### src/rtl/usb_iap2_ep_engine_pkg.sv
`timescale 1ns/1ps
`default_nettype none
// ============================================================================
// Module   : usb_iap2_ep_engine_pkg
// Purpose  : Shared constants and IN-FSM state encoding for the endpoint engine
// Revision : 1.0 - initial release
// ============================================================================
package usb_iap2_ep_engine_pkg;

    localparam logic [3:0] EP_IAP2         = 4'd2;
    localparam int         MAX_PKT_DEFAULT = 64;

    localparam int ST_W = 3;
    typedef logic [ST_W-1:0] in_state_t;

    localparam in_state_t ST_IDLE     = 3'd0;
    localparam in_state_t ST_FILL     = 3'd1;
    localparam in_state_t ST_READY    = 3'd2;
    localparam in_state_t ST_SEND     = 3'd3;
    localparam in_state_t ST_WAIT_ACK = 3'd4;
    localparam in_state_t ST_ZLP      = 3'd5;

endpackage
`default_nettype wire

### src/rtl/usb_iap2_ep_engine_pkt_buf.sv
`timescale 1ns/1ps
`default_nettype none
// ============================================================================
// Module   : usb_pkt_buf
// Purpose  : One-packet byte store, synchronous write / asynchronous read
// Revision : 1.0 - initial release
// ============================================================================
module usb_pkt_buf
    import usb_iap2_ep_engine_pkg::*;
#(
    parameter int DEPTH = MAX_PKT_DEFAULT,
    parameter int AW    = $clog2(DEPTH)
) (
    input  logic          i_usb_clk,
    input  logic          i_we,
    input  logic [AW-1:0] i_waddr,
    input  logic [7:0]    i_wdata,
    input  logic [AW-1:0] i_raddr,
    output logic [7:0]    o_rdata
);

    logic [7:0] r_mem [DEPTH];

    always_ff @(posedge i_usb_clk) begin
        if (i_we) begin
            r_mem[i_waddr] <= i_wdata;
        end
    end

    assign o_rdata = r_mem[i_raddr];

endmodule
`default_nettype wire

### src/rtl/usb_iap2_ep_engine.sv
`timescale 1ns/1ps
`default_nettype none
// ============================================================================
// Module   : usb_iap2_ep_engine
// Purpose  : Bulk IN/OUT endpoint engine between the USB SIE and the bridge.
//            Optional zero-length-packet support: USB_IAP2_ZLP_EN
// Revision : 1.0 - initial release
// ============================================================================
module usb_iap2_ep_engine
    import usb_iap2_ep_engine_pkg::*;
#(
    parameter logic [3:0] EP_NUM  = EP_IAP2,
    parameter int         MAX_PKT = MAX_PKT_DEFAULT,
    parameter int         LEN_W   = 12
) (
    input  logic             i_usb_clk,
    input  logic             i_usb_rst_n,
    input  logic             i_txcork,
    input  logic [LEN_W-1:0] i_txdat_len,
    input  logic [7:0]       i_txdat,
    output logic             o_txpop,
    output logic             o_txact,
    output logic             o_rxact,
    output logic             o_rxval,
    output logic [7:0]       o_rxdat,
    output logic [3:0]       o_endpt_sel,
    input  logic             i_rxrdy,
    input  logic             i_sie_bus_rst,
    input  logic [3:0]       i_sie_ep,
    input  logic             i_sie_in_req,
    input  logic             i_sie_out_req,
    output logic             o_sie_tx_valid,
    output logic [7:0]       o_sie_tx_data,
    output logic             o_sie_tx_last,
    output logic             o_sie_tx_zlp,
    input  logic             i_sie_tx_ready,
    input  logic             i_sie_ack,
    input  logic             i_sie_timeout,
    input  logic             i_sie_rx_valid,
    input  logic [7:0]       i_sie_rx_data,
    input  logic             i_sie_rx_last,
    output logic             o_sie_nak,
    output logic             o_sie_ack
);

    localparam int c_aw = $clog2(MAX_PKT);
    localparam int c_cw = $clog2(MAX_PKT + 1);

    in_state_t        r_state;
    in_state_t        w_state_nxt;
    logic             r_cork_q;
    logic [LEN_W-1:0] r_remaining;
    logic [c_cw-1:0]  r_fill_cnt;
    logic [c_cw-1:0]  r_send_cnt;
    logic [c_cw-1:0]  w_pkt_len;
    logic             r_in_nak;
    logic             r_out_nak;
    logic             r_out_ack;
    logic             r_rx_act;
    logic             r_rxval;
    logic [7:0]       r_rxdat;
    logic [7:0]       w_buf_rdata;
    logic             w_arm;
    logic             w_len_zero;
    logic             w_in_tok;
    logic             w_out_tok;
    logic             w_pop;
    logic             w_beat;
    logic             w_last;
    logic             w_more;

    assign w_arm      = r_cork_q && !i_txcork;
    assign w_len_zero = (i_txdat_len == '0);
    assign w_in_tok   = i_sie_in_req  && (i_sie_ep == EP_NUM);
    assign w_out_tok  = i_sie_out_req && (i_sie_ep == EP_NUM);
    assign w_pkt_len  = (r_remaining > LEN_W'(MAX_PKT)) ? c_cw'(MAX_PKT) : c_cw'(r_remaining);
    assign w_pop      = (r_state == ST_FILL) && !i_txcork && (r_fill_cnt < w_pkt_len);
    assign w_beat     = (r_state == ST_SEND) && i_sie_tx_ready;
    assign w_last     = (r_send_cnt == w_pkt_len - c_cw'(1));
    assign w_more     = (r_remaining > LEN_W'(w_pkt_len));

    usb_pkt_buf #(
        .DEPTH (MAX_PKT),
        .AW    (c_aw)
    ) u_pkt_buf (
        .i_usb_clk (i_usb_clk),
        .i_we      (w_pop),
        .i_waddr   (r_fill_cnt[c_aw-1:0]),
        .i_wdata   (i_txdat),
        .i_raddr   (r_send_cnt[c_aw-1:0]),
        .o_rdata   (w_buf_rdata)
    );

    always_ff @(posedge i_usb_clk or negedge i_usb_rst_n) begin
        if (!i_usb_rst_n) begin
            r_state <= ST_IDLE;
        end else if (i_sie_bus_rst) begin
            r_state <= ST_IDLE;
        end else begin
            r_state <= w_state_nxt;
        end
    end

    always_comb begin
        w_state_nxt = r_state;
        case (r_state)
            ST_IDLE: begin
                if (w_arm) begin
`ifdef USB_IAP2_ZLP_EN
                    w_state_nxt = w_len_zero ? ST_ZLP : ST_FILL;
`else
                    if (!w_len_zero) w_state_nxt = ST_FILL;
`endif
                end
            end
            ST_FILL:  if (r_fill_cnt == w_pkt_len) w_state_nxt = ST_READY;
            ST_READY: if (w_in_tok) w_state_nxt = ST_SEND;
            ST_SEND:  if (w_beat && w_last) w_state_nxt = ST_WAIT_ACK;
            ST_WAIT_ACK: begin
                // ACK takes priority over a simultaneous timeout
                if (i_sie_ack) begin
                    if (w_more) begin
                        w_state_nxt = ST_FILL;
`ifdef USB_IAP2_ZLP_EN
                    end else if (w_pkt_len == c_cw'(MAX_PKT)) begin
                        w_state_nxt = ST_ZLP;
`endif
                    end else begin
                        w_state_nxt = ST_IDLE;
                    end
                end else if (i_sie_timeout) begin
`ifdef USB_IAP2_ZLP_EN
                    w_state_nxt = (w_pkt_len == '0) ? ST_ZLP : ST_READY;
`else
                    w_state_nxt = ST_READY;
`endif
                end
            end
`ifdef USB_IAP2_ZLP_EN
            ST_ZLP:   if (w_in_tok) w_state_nxt = ST_WAIT_ACK;
`endif
            default:  w_state_nxt = ST_IDLE;
        endcase
    end

    always_comb begin
        o_txact        = (r_state != ST_IDLE);
        o_txpop        = w_pop;
        o_sie_tx_valid = (r_state == ST_SEND);
        o_sie_tx_last  = (r_state == ST_SEND) && w_last;
        o_sie_tx_data  = (r_state == ST_SEND) ? w_buf_rdata : 8'h00;
    end

    always_ff @(posedge i_usb_clk or negedge i_usb_rst_n) begin
        if (!i_usb_rst_n) begin
            r_cork_q    <= 1'b0;
            r_remaining <= '0;
            r_fill_cnt  <= '0;
            r_send_cnt  <= '0;
            r_in_nak    <= 1'b0;
        end else if (i_sie_bus_rst) begin
            r_cork_q    <= 1'b0;
            r_remaining <= '0;
            r_fill_cnt  <= '0;
            r_send_cnt  <= '0;
            r_in_nak    <= 1'b0;
        end else begin
            r_cork_q <= i_txcork;
            if ((r_state == ST_IDLE) && w_arm) begin
                r_remaining <= i_txdat_len;
            end else if ((r_state == ST_WAIT_ACK) && i_sie_ack) begin
                r_remaining <= w_more ? (r_remaining - LEN_W'(w_pkt_len)) : '0;
            end
            if ((w_state_nxt == ST_FILL) && (r_state != ST_FILL)) begin
                r_fill_cnt <= '0;
            end else if (w_pop) begin
                r_fill_cnt <= r_fill_cnt + c_cw'(1);
            end
            if ((r_state == ST_READY) && w_in_tok) begin
                r_send_cnt <= '0;
            end else if (w_beat && !w_last) begin
                r_send_cnt <= r_send_cnt + c_cw'(1);
            end
            r_in_nak <= w_in_tok &&
                        (r_state inside {ST_IDLE, ST_FILL, ST_SEND, ST_WAIT_ACK});
        end
    end

`ifdef USB_IAP2_ZLP_EN
    logic r_zlp;

    always_ff @(posedge i_usb_clk or negedge i_usb_rst_n) begin
        if (!i_usb_rst_n) begin
            r_zlp <= 1'b0;
        end else if (i_sie_bus_rst) begin
            r_zlp <= 1'b0;
        end else begin
            r_zlp <= (r_state == ST_ZLP) && w_in_tok;
        end
    end

    assign o_sie_tx_zlp = r_zlp;
`else
    assign o_sie_tx_zlp = 1'b0;
`endif

    // OUT path runs independently of the IN state machine
    always_ff @(posedge i_usb_clk or negedge i_usb_rst_n) begin
        if (!i_usb_rst_n) begin
            r_rx_act  <= 1'b0;
            r_rxval   <= 1'b0;
            r_rxdat   <= 8'h00;
            r_out_nak <= 1'b0;
            r_out_ack <= 1'b0;
        end else if (i_sie_bus_rst) begin
            r_rx_act  <= 1'b0;
            r_rxval   <= 1'b0;
            r_rxdat   <= 8'h00;
            r_out_nak <= 1'b0;
            r_out_ack <= 1'b0;
        end else begin
            r_out_nak <= w_out_tok && !r_rx_act && !i_rxrdy;
            r_rxval   <= r_rx_act && i_sie_rx_valid;
            r_out_ack <= r_rx_act && i_sie_rx_valid && i_sie_rx_last;
            if (r_rx_act && i_sie_rx_valid) begin
                r_rxdat <= i_sie_rx_data;
            end
            if (w_out_tok && !r_rx_act && i_rxrdy) begin
                r_rx_act <= 1'b1;
            end else if (i_sie_rx_valid && i_sie_rx_last) begin
                r_rx_act <= 1'b0;
            end
        end
    end

    assign o_rxact     = r_rx_act;
    assign o_rxval     = r_rxval;
    assign o_rxdat     = r_rxdat;
    assign o_sie_nak   = r_in_nak | r_out_nak;
    assign o_sie_ack   = r_out_ack;
    assign o_endpt_sel = EP_NUM;

endmodule
`default_nettype wire

### config.mk
export PLATFORM = sky130hd
export DESIGN_NAME = usb_iap2_ep_engine
export DESIGN_NICKNAME = d
export VERILOG_FILES = /design/src/rtl/usb_iap2_ep_engine_pkg.sv /design/src/rtl/usb_iap2_ep_engine_pkt_buf.sv /design/src/rtl/usb_iap2_ep_engine.sv
export SDC_FILE = /design/constraint.sdc
export NUM_CORES = 1
export LEC_CHECK = 0
export CORE_MARGIN = 5
export CORE_UTILIZATION = 58
export DETAILED_ROUTE_END_ITERATION = 8
export PLACE_DENSITY_LB_ADDON = 0.25
export SYNTH_ARGS = -nofsm -noshare
export SYNTH_HDL_FRONTEND = slang
export SYNTH_SLANG_ARGS = --single-unit
### constraint.sdc
create_clock -name i_usb_clk -period 6.75 [get_ports i_usb_clk]
set_input_delay 1.6875 -clock i_usb_clk [delete_from_list [all_inputs] [get_ports i_usb_clk]]
set_output_delay 1.6875 -clock i_usb_clk [all_outputs]
set_load 0.02 [all_outputs]
==> results of run 1 <==
-- per-layer routing --
| layer | global-route usage | routed length [µm] |
|---|---|---|
| met1 | 0.3393 | 20200 |
| met3 | 0.04020 | 3920 |
| met4 | 0.06019 | 1071 |
| met2 | 0.3653 | 24090 |
| met5 | 0 | 0 |
-- cell type report --
type	instances	area, µm²
inverters	12	45.04
clock buffers	67	1421
fillers	2498	13050
flip-flops and latches	555	16460
well taps	518	648.1
clock inverters	31	356.6
repair buffers	86	805.8
multi-input cells	534	5861
-- path summary, 6_finish.rpt --
path,start,to,slack (ps),cells past startpoint
hold reg to reg,o_rxdat[1],o_rxdat[1],520,2
max in group asynchronous,i_usb_rst_n,r_send_cnt[1],4770,1
setup / recovery,r_remaining[8],o_sie_tx_last,530,11
setup reg to reg,r_remaining[8],u_pkt_buf.r_mem[50][7],1610,11
min in group asynchronous,i_usb_rst_n,r_cork_q,1260,1
hold / removal,o_rxdat[1],o_rxdat[1],520,2
-- cell usage in the layout, fill, tap and decap left out, types with 7 or more instances in the layout --
cell type,Yosys,layout
a21oi_1,35,35
a22oi_1,7,7
buf_2,9,9
buf_4,5,16
bufinv_16,0,8
clkbuf_1,40,12
clkbuf_16,0,55
clkdlybuf4s50_1,0,58
clkinv_1,0,13
dfrtp_1,43,39
edfxtp_1,512,512
ha_1,11,11
inv_1,12,12
mux2i_1,25,25
mux4_2,160,160
nand2_1,41,41
nand3_1,19,19
nor2_1,90,90
nor3_1,7,7
o21ai_0,16,16
o22ai_1,8,8
or3_1,16,16
-- tightest hold or removal path, delay by kind of cell (launching register included) --
kind / cells / cell delay, ps
flip-flops: 1 / 370
AND/OR/NAND/NOR: 1 / 60
AO/OA/AOI/OAI: 1 / 50
-- report_power, final --
group / total [mW] / internal (mW) / switching [mW]
sequential: 3.77 / 3.76 / 0.00838
clock: 3.04 / 1.80 / 1.25
combinational: 0.177 / 0.0573 / 0.120
total: 6.99 / 5.61 / 1.37
-- through the flow --
step | utilization | worst slack, ps | instances
final | 0.6624 | 530.4 | 1803
after global routing | 0.6624 | 333.6 | 1803
after CTS | 0.6624 | 553.8 | 1803
after detailed placement | 0.6164 | 1199 | 1705
after global placement | 0.6164 | 1285 | 1705
after floorplan | - | 2007 | 1166
-- kinds of logic after synthesis --
logic type      count (synthesis)  share of synthesized area
compound gates                 95                    0.02771
xor+xnor                        6                   0.002932
fa+ha+maj                      11                   0.006084
buf+inv                        77                    0.01443
flops                         555                     0.7272
mux                           185                     0.1703
other cells                     2                  0.0003320
simple gates                  231                    0.05099
-- flip-flops by register name, summed over array words and instances (netlist names) --
name / cells
u_pkt_buf.r_mem: 512
r_remaining: 12
o_sie_ack: 1
r_in_nak: 1
o_rxdat: 8
r_cork_q: 1
r_send_cnt: 7
r_out_nak: 1
r_fill_cnt: 7
r_state: 3
o_rxact: 1
o_rxval: 1
==> metrics.txt, run 1 <==
Layout Nets=1299; clock slew at reported path FFs=60 ps; die width=207.5 µm; period utilisation layout=0.9214; Setup Skew=18.54 ps; Final Max Tran Viols=0; largest net degree at the start of global routing=65; share of post-route cells with drive strength above 1=0.2163; WL/cell=27.33 µm; Synth Register Bits=555; final setup fails=0; GRT Util Overall=0.2297; post-cts hold buffer count=0; most frequent cells after synthesis=512 x edfxtp_1, 160 x mux4_2, 90 x nor2_1; Routed Antenna Nets=0; Cell variety after synth=64; most area-consuming cells after synthesis=edfxtp_1 68%, mux4_2 16%, dfrtp_1 4.8%; Yosys top cell by area=edfxtp_1; Fin. Hold Viols=0; clk sink count=555; number of enable flip-flop cells after synthesis=512; Die Y=207.5 µm; clk_lat worst skew=600 ps; CP max stage delay=610 ps; diode count=0; vias in the first global route=11620; Achievable Freq=0.1608 GHz; synthesis-to-layout area growth=13.15%; Power Density=273.0 nW/µm²; initial DRC count=1260; Core Rows=72; hold slack=522.1 ps; cell count after synthesis=1162; Least-Margin Pin Slew=1301 ps; worst min-delay path category=reg -> reg; Design Area, Final=25600 µm²; RSZ-0062 raised after global routing=no; maximum vdd drop=0.1861 mV; CP delay by family, top=simple AND/OR/NAND/NOR gates; CP Cell Sequence=or4_4 -> nor2_1 -> o21a_1 -> nand2_1 -> ha_1 -> nand2b_1 -> nor4_1 -> or3_1 -> a221oi_4 -> and3_1 -> clkdlybuf4s50_1; Worst slew margin=0.1325; htree depth=2; CP Data Arrival Time=4530 ps; count leader, synth=edfxtp_1; Post CTS Setup Buffer Count=0; CTS max path bufs=3; root buf cell=clkbuf_16; sequential share of the synthesized area=0.7272; initial antenna violation count=0; WL final=49280 µm; Synth top area share=0.6796; port buffer count=67; Avg Cell Area, Syn=19.47 µm²; yosys warns=0; slowest library cell on the worst path=clkdlybuf4s50_1; CP Capture Type=primary output; routed vias=11570; routed vias/inst=6.416; Starting Density=0.5854; worst path bufs/invs=1; hpwl dp=29680 µm; number of I/O pins=73; GP Congestion=0.8632; cell area after synthesis=22620 µm²; die area=43050 µm²; DRC Markers=0; Core ar.=38650 µm²; outcome=completed; Max-Cap Viols=0; # resized after CTS=0; TritonRoute pass-1 iters=7; Pleak=7.913 nW; Crit path required time=5060 ps; critical path class=reg -> out; first-pass GRT wire length=74560 µm; CP startpoint kind=register; Most used DFF post-synth=edfxtp_1; TritonCTS buffer count=55; min Tclk post-route=6220 ps; setup_tns=0 ps; post-synthesis async set-or-reset flop share=0.07748; post-placement cell area=23820 µm²; grt ovf=0; CTS tree=built; Total Power=6.987 mW; Max FO, Critical Path=8
Power figures use the tool's default switching activity.
==> run 2: changes to the inputs <==
--- a/config.mk
+++ b/config.mk
@@ -8,6 +8,7 @@
 export CORE_MARGIN = 5
 export CORE_UTILIZATION = 58
 export DETAILED_ROUTE_END_ITERATION = 8
+export GPL_ROUTABILITY_DRIVEN = 0
 export PLACE_DENSITY_LB_ADDON = 0.25
 export SYNTH_ARGS = -nofsm -noshare
 export SYNTH_HDL_FRONTEND = slang
==> results of run 2 <==
The final DEF is identical to that of run 1; final timing and power are the same.
==> run 3: changes to the inputs <==
--- a/config.mk
+++ b/config.mk
@@ -6,7 +6,7 @@
 export NUM_CORES = 1
 export LEC_CHECK = 0
 export CORE_MARGIN = 5
-export CORE_UTILIZATION = 58
+export CORE_UTILIZATION = 60
 export DETAILED_ROUTE_END_ITERATION = 8
 export GPL_ROUTABILITY_DRIVEN = 0
 export PLACE_DENSITY_LB_ADDON = 0.25
==> constraint.sdc (replaced) <==
create_clock -name i_usb_clk -period 6.75 [get_ports i_usb_clk]
set_input_delay 0.675 -clock i_usb_clk [delete_from_list [all_inputs] [get_ports i_usb_clk]]
set_output_delay 0.675 -clock i_usb_clk [all_outputs]
set_load 0.02 [all_outputs]
==> run 3 against run 2 <==
Against the previous run:
- non-clock buffer count is 2 lower
- wire length is 1.8% higher
- power hardly changed
- sequential share of layout area hardly changed
- critical path type unchanged
- critical endpoint unchanged
==> metrics.txt, run 3 (synthesized netlist as in run 1, its figures left out) <==
Switching Fraction=0.1977 (+0.001083); port buffer count=67 (unchanged); Pleak=7.917 nW (about the same); initial antenna violation count=0 (unchanged); CP Cell Sequence=or4_4 -> nor2_1 -> o21a_1 -> nand2_1 -> ha_1 -> nand2b_1 -> nor4_1 -> or3_1 -> a221oi_4 -> and3_1 -> clkdlybuf4s50_1; Achievable Freq=0.1919 GHz (+19%); critical path class=reg -> out; routed vias/inst=6.498 (+1.3%); Fin. Hold Viols=0 (unchanged); CTS tree=built; slowest library cell on the worst path=clkdlybuf4s50_1; Core Rows=71 (-1.4%); Post CTS Setup Buffer Count=0 (unchanged); WP depth=11 (unchanged); post-cts hold buffer count=0 (unchanged); Reg with most FFs=u_pkt_buf.r_mem; Worst slew margin=0.2598 (+0.1273); largest net degree at the start of global routing=74 (+14%); R2R setup slack=1690 ps (+80 ps); Final Max Tran Viols=0 (unchanged); number of I/O pins=73 (unchanged); period utilisation layout=0.7719 (-0.1495); post-placement cell area=23780 µm² (-0.15%); synthesis-to-layout area growth=13.07% (about the same); Core ar.=37400 µm² (-3.2%); Setup Skew=25.82 ps (+7.287 ps); GRT Util Overall=0.2435 (+0.01376); root buf cell=clkbuf_16; Clock power frac=0.434 (about the same); DRC Markers=0 (unchanged); grt ovf=0 (unchanged); TritonRoute pass-1 iters=7 (unchanged); setup_tns=0 ps (unchanged); Die Y=204.2 µm (-1.6%); clock slew at reported path FFs=70 ps (about the same); share of post-route cells with drive strength above 1=0.2218 (+0.005447); Layout Nets=1296 (-0.23%); CTS max path bufs=3 (unchanged); clk sink count=555 (unchanged); CP max stage delay=620 ps (about the same); vias in the first global route=11780 (+1.3%); commonest non-fill, non-tap cells in the layout=512 x edfxtp_1, 160 x mux4_2, 90 x nor2_1; hpwl dp=29850 µm (+0.57%); Max-Cap Viols=0 (unchanged); Pint=5.602 mW (-0.22%); Max FO, Critical Path=8 (unchanged); clk_lat worst skew=590 ps (about the same); CP Data Arrival Time=4540 ps (about the same); initial DRC count=1331 (+5.6%); first-pass GRT wire length=75040 µm (+0.64%); Design Area, Final=25580 µm² (about the same); Switch Pwr=1.380 mW (+0.47%); worst min-delay path category=in -> async; worst r2r src=r_remaining[8]; r2r worst-path depth=11 (unchanged); Routed Antenna Nets=0 (unchanged); sequential share of power=0.540 (about the same); outcome=completed; Largest register FFs=512 (unchanged); Crit path required time=6070 ps (+1010 ps); min Tclk post-route=5210 ps (-1009 ps); Least-Margin Pin Slew=1110 ps (-190.9 ps); htree depth=2 (unchanged); Starting Density=0.6049 (+0.01952); final setup fails=0 (unchanged); # resized after CTS=0 (unchanged); FF-to-FF End=u_pkt_buf.r_mem[22][5]; worst path bufs/invs=1 (unchanged); diode count=0 (unchanged); CP startpoint kind=register; die area=41690 µm² (-3.2%); maximum vdd drop=0.1786 mV (-4.0%); WL final=50170 µm (+1.8%); leading cell type in the layout, fill and taps excluded=edfxtp_1; CP delay by family, top=simple AND/OR/NAND/NOR gates; RSZ-0062 raised after global routing=no; WL/cell=27.93 µm (+2.2%); routed vias=11670 (+0.88%); Power Density=272.9 nW/µm² (about the same); CP Capture Type=primary output; combinational fraction of design power=0.026 (about the same); die width=204.2 µm (-1.6%); TritonCTS buffer count=54 (-1.8%)
## run 3: changes by cell type in the layout (fill, tap and decap cells not counted), moves of 2 or more
cell,change
inv_6,-4
clkinv_4,+2
clkinv_1,-7
clkinv_2,+8
bufinv_16,-2
clkbuf_16,+2
## run 3: final cells by class
class,count,area [µm²]
multi-input combinational,534,5861
timing repair buffer,84,778.2
sequential,555,16460
fill,2352,11820
clock buffer,70,1485
inverter,12,45.04
clock inverter,30,311.5
tap,511,639.4
## run 3: power by group through the flow
stage	registers [mW]	logic (mW)	clock network (mW)
floorplan	3.84	0.0750	0
global placement	3.84	0.179	0
detailed placement	3.84	0.183	0
CTS	3.77	0.185	3.07
global route	3.77	0.199	3.22
finish	3.77	0.183	3.03
## run 3: worst register-to-register path, cell delays in order, from the launching register on
cell,delay (ps)
dfrtp_1,450
or4_4,590
nor2_1,380
o21a_1,330
nand2_1,130
ha_1,300
nor2b_1,130
o21a_1,160
o21bai_1,250
and4_1,280
nand3_1,800
nor2_1,880
## run 3: per-layer routing
layer	global-route usage	routed length, µm	vias to the layer above
met3	0.05046	5038	76
met1	0.3644	20060	5986
met2	0.3785	23820	670
met5	0	0	-
li1	-	-	4938
met4	0.06126	1252	0
## run 3: metrics by stage
stage,power [mW],instances,hold WS [ps],utilization,setup slack (ps)
floorplan,3.912,1166,379.4,-,2521
global placement,4.018,1696,509.8,0.6359,2029
detailed placement,4.023,1696,515.8,0.6359,1848
CTS,7.019,1796,280.7,0.6840,1552
global route,7.189,1796,337.9,0.6840,1280
finish,6.982,1796,252.5,0.6840,1540
## run 3: how the worst max path moves through the flow
stage                        start                endpoint  slack (ps)
floorplan           r_remaining[8]  u_pkt_buf.r_mem[26][0]        2520
global placement    r_remaining[8]  u_pkt_buf.r_mem[33][7]        2030
finish              r_remaining[8]           o_sie_tx_last        1540
global route        r_remaining[8]           o_sie_tx_last        1280
detailed placement  r_remaining[8]  u_pkt_buf.r_mem[58][4]        1850
CTS                 r_remaining[8]           o_sie_tx_last        1550
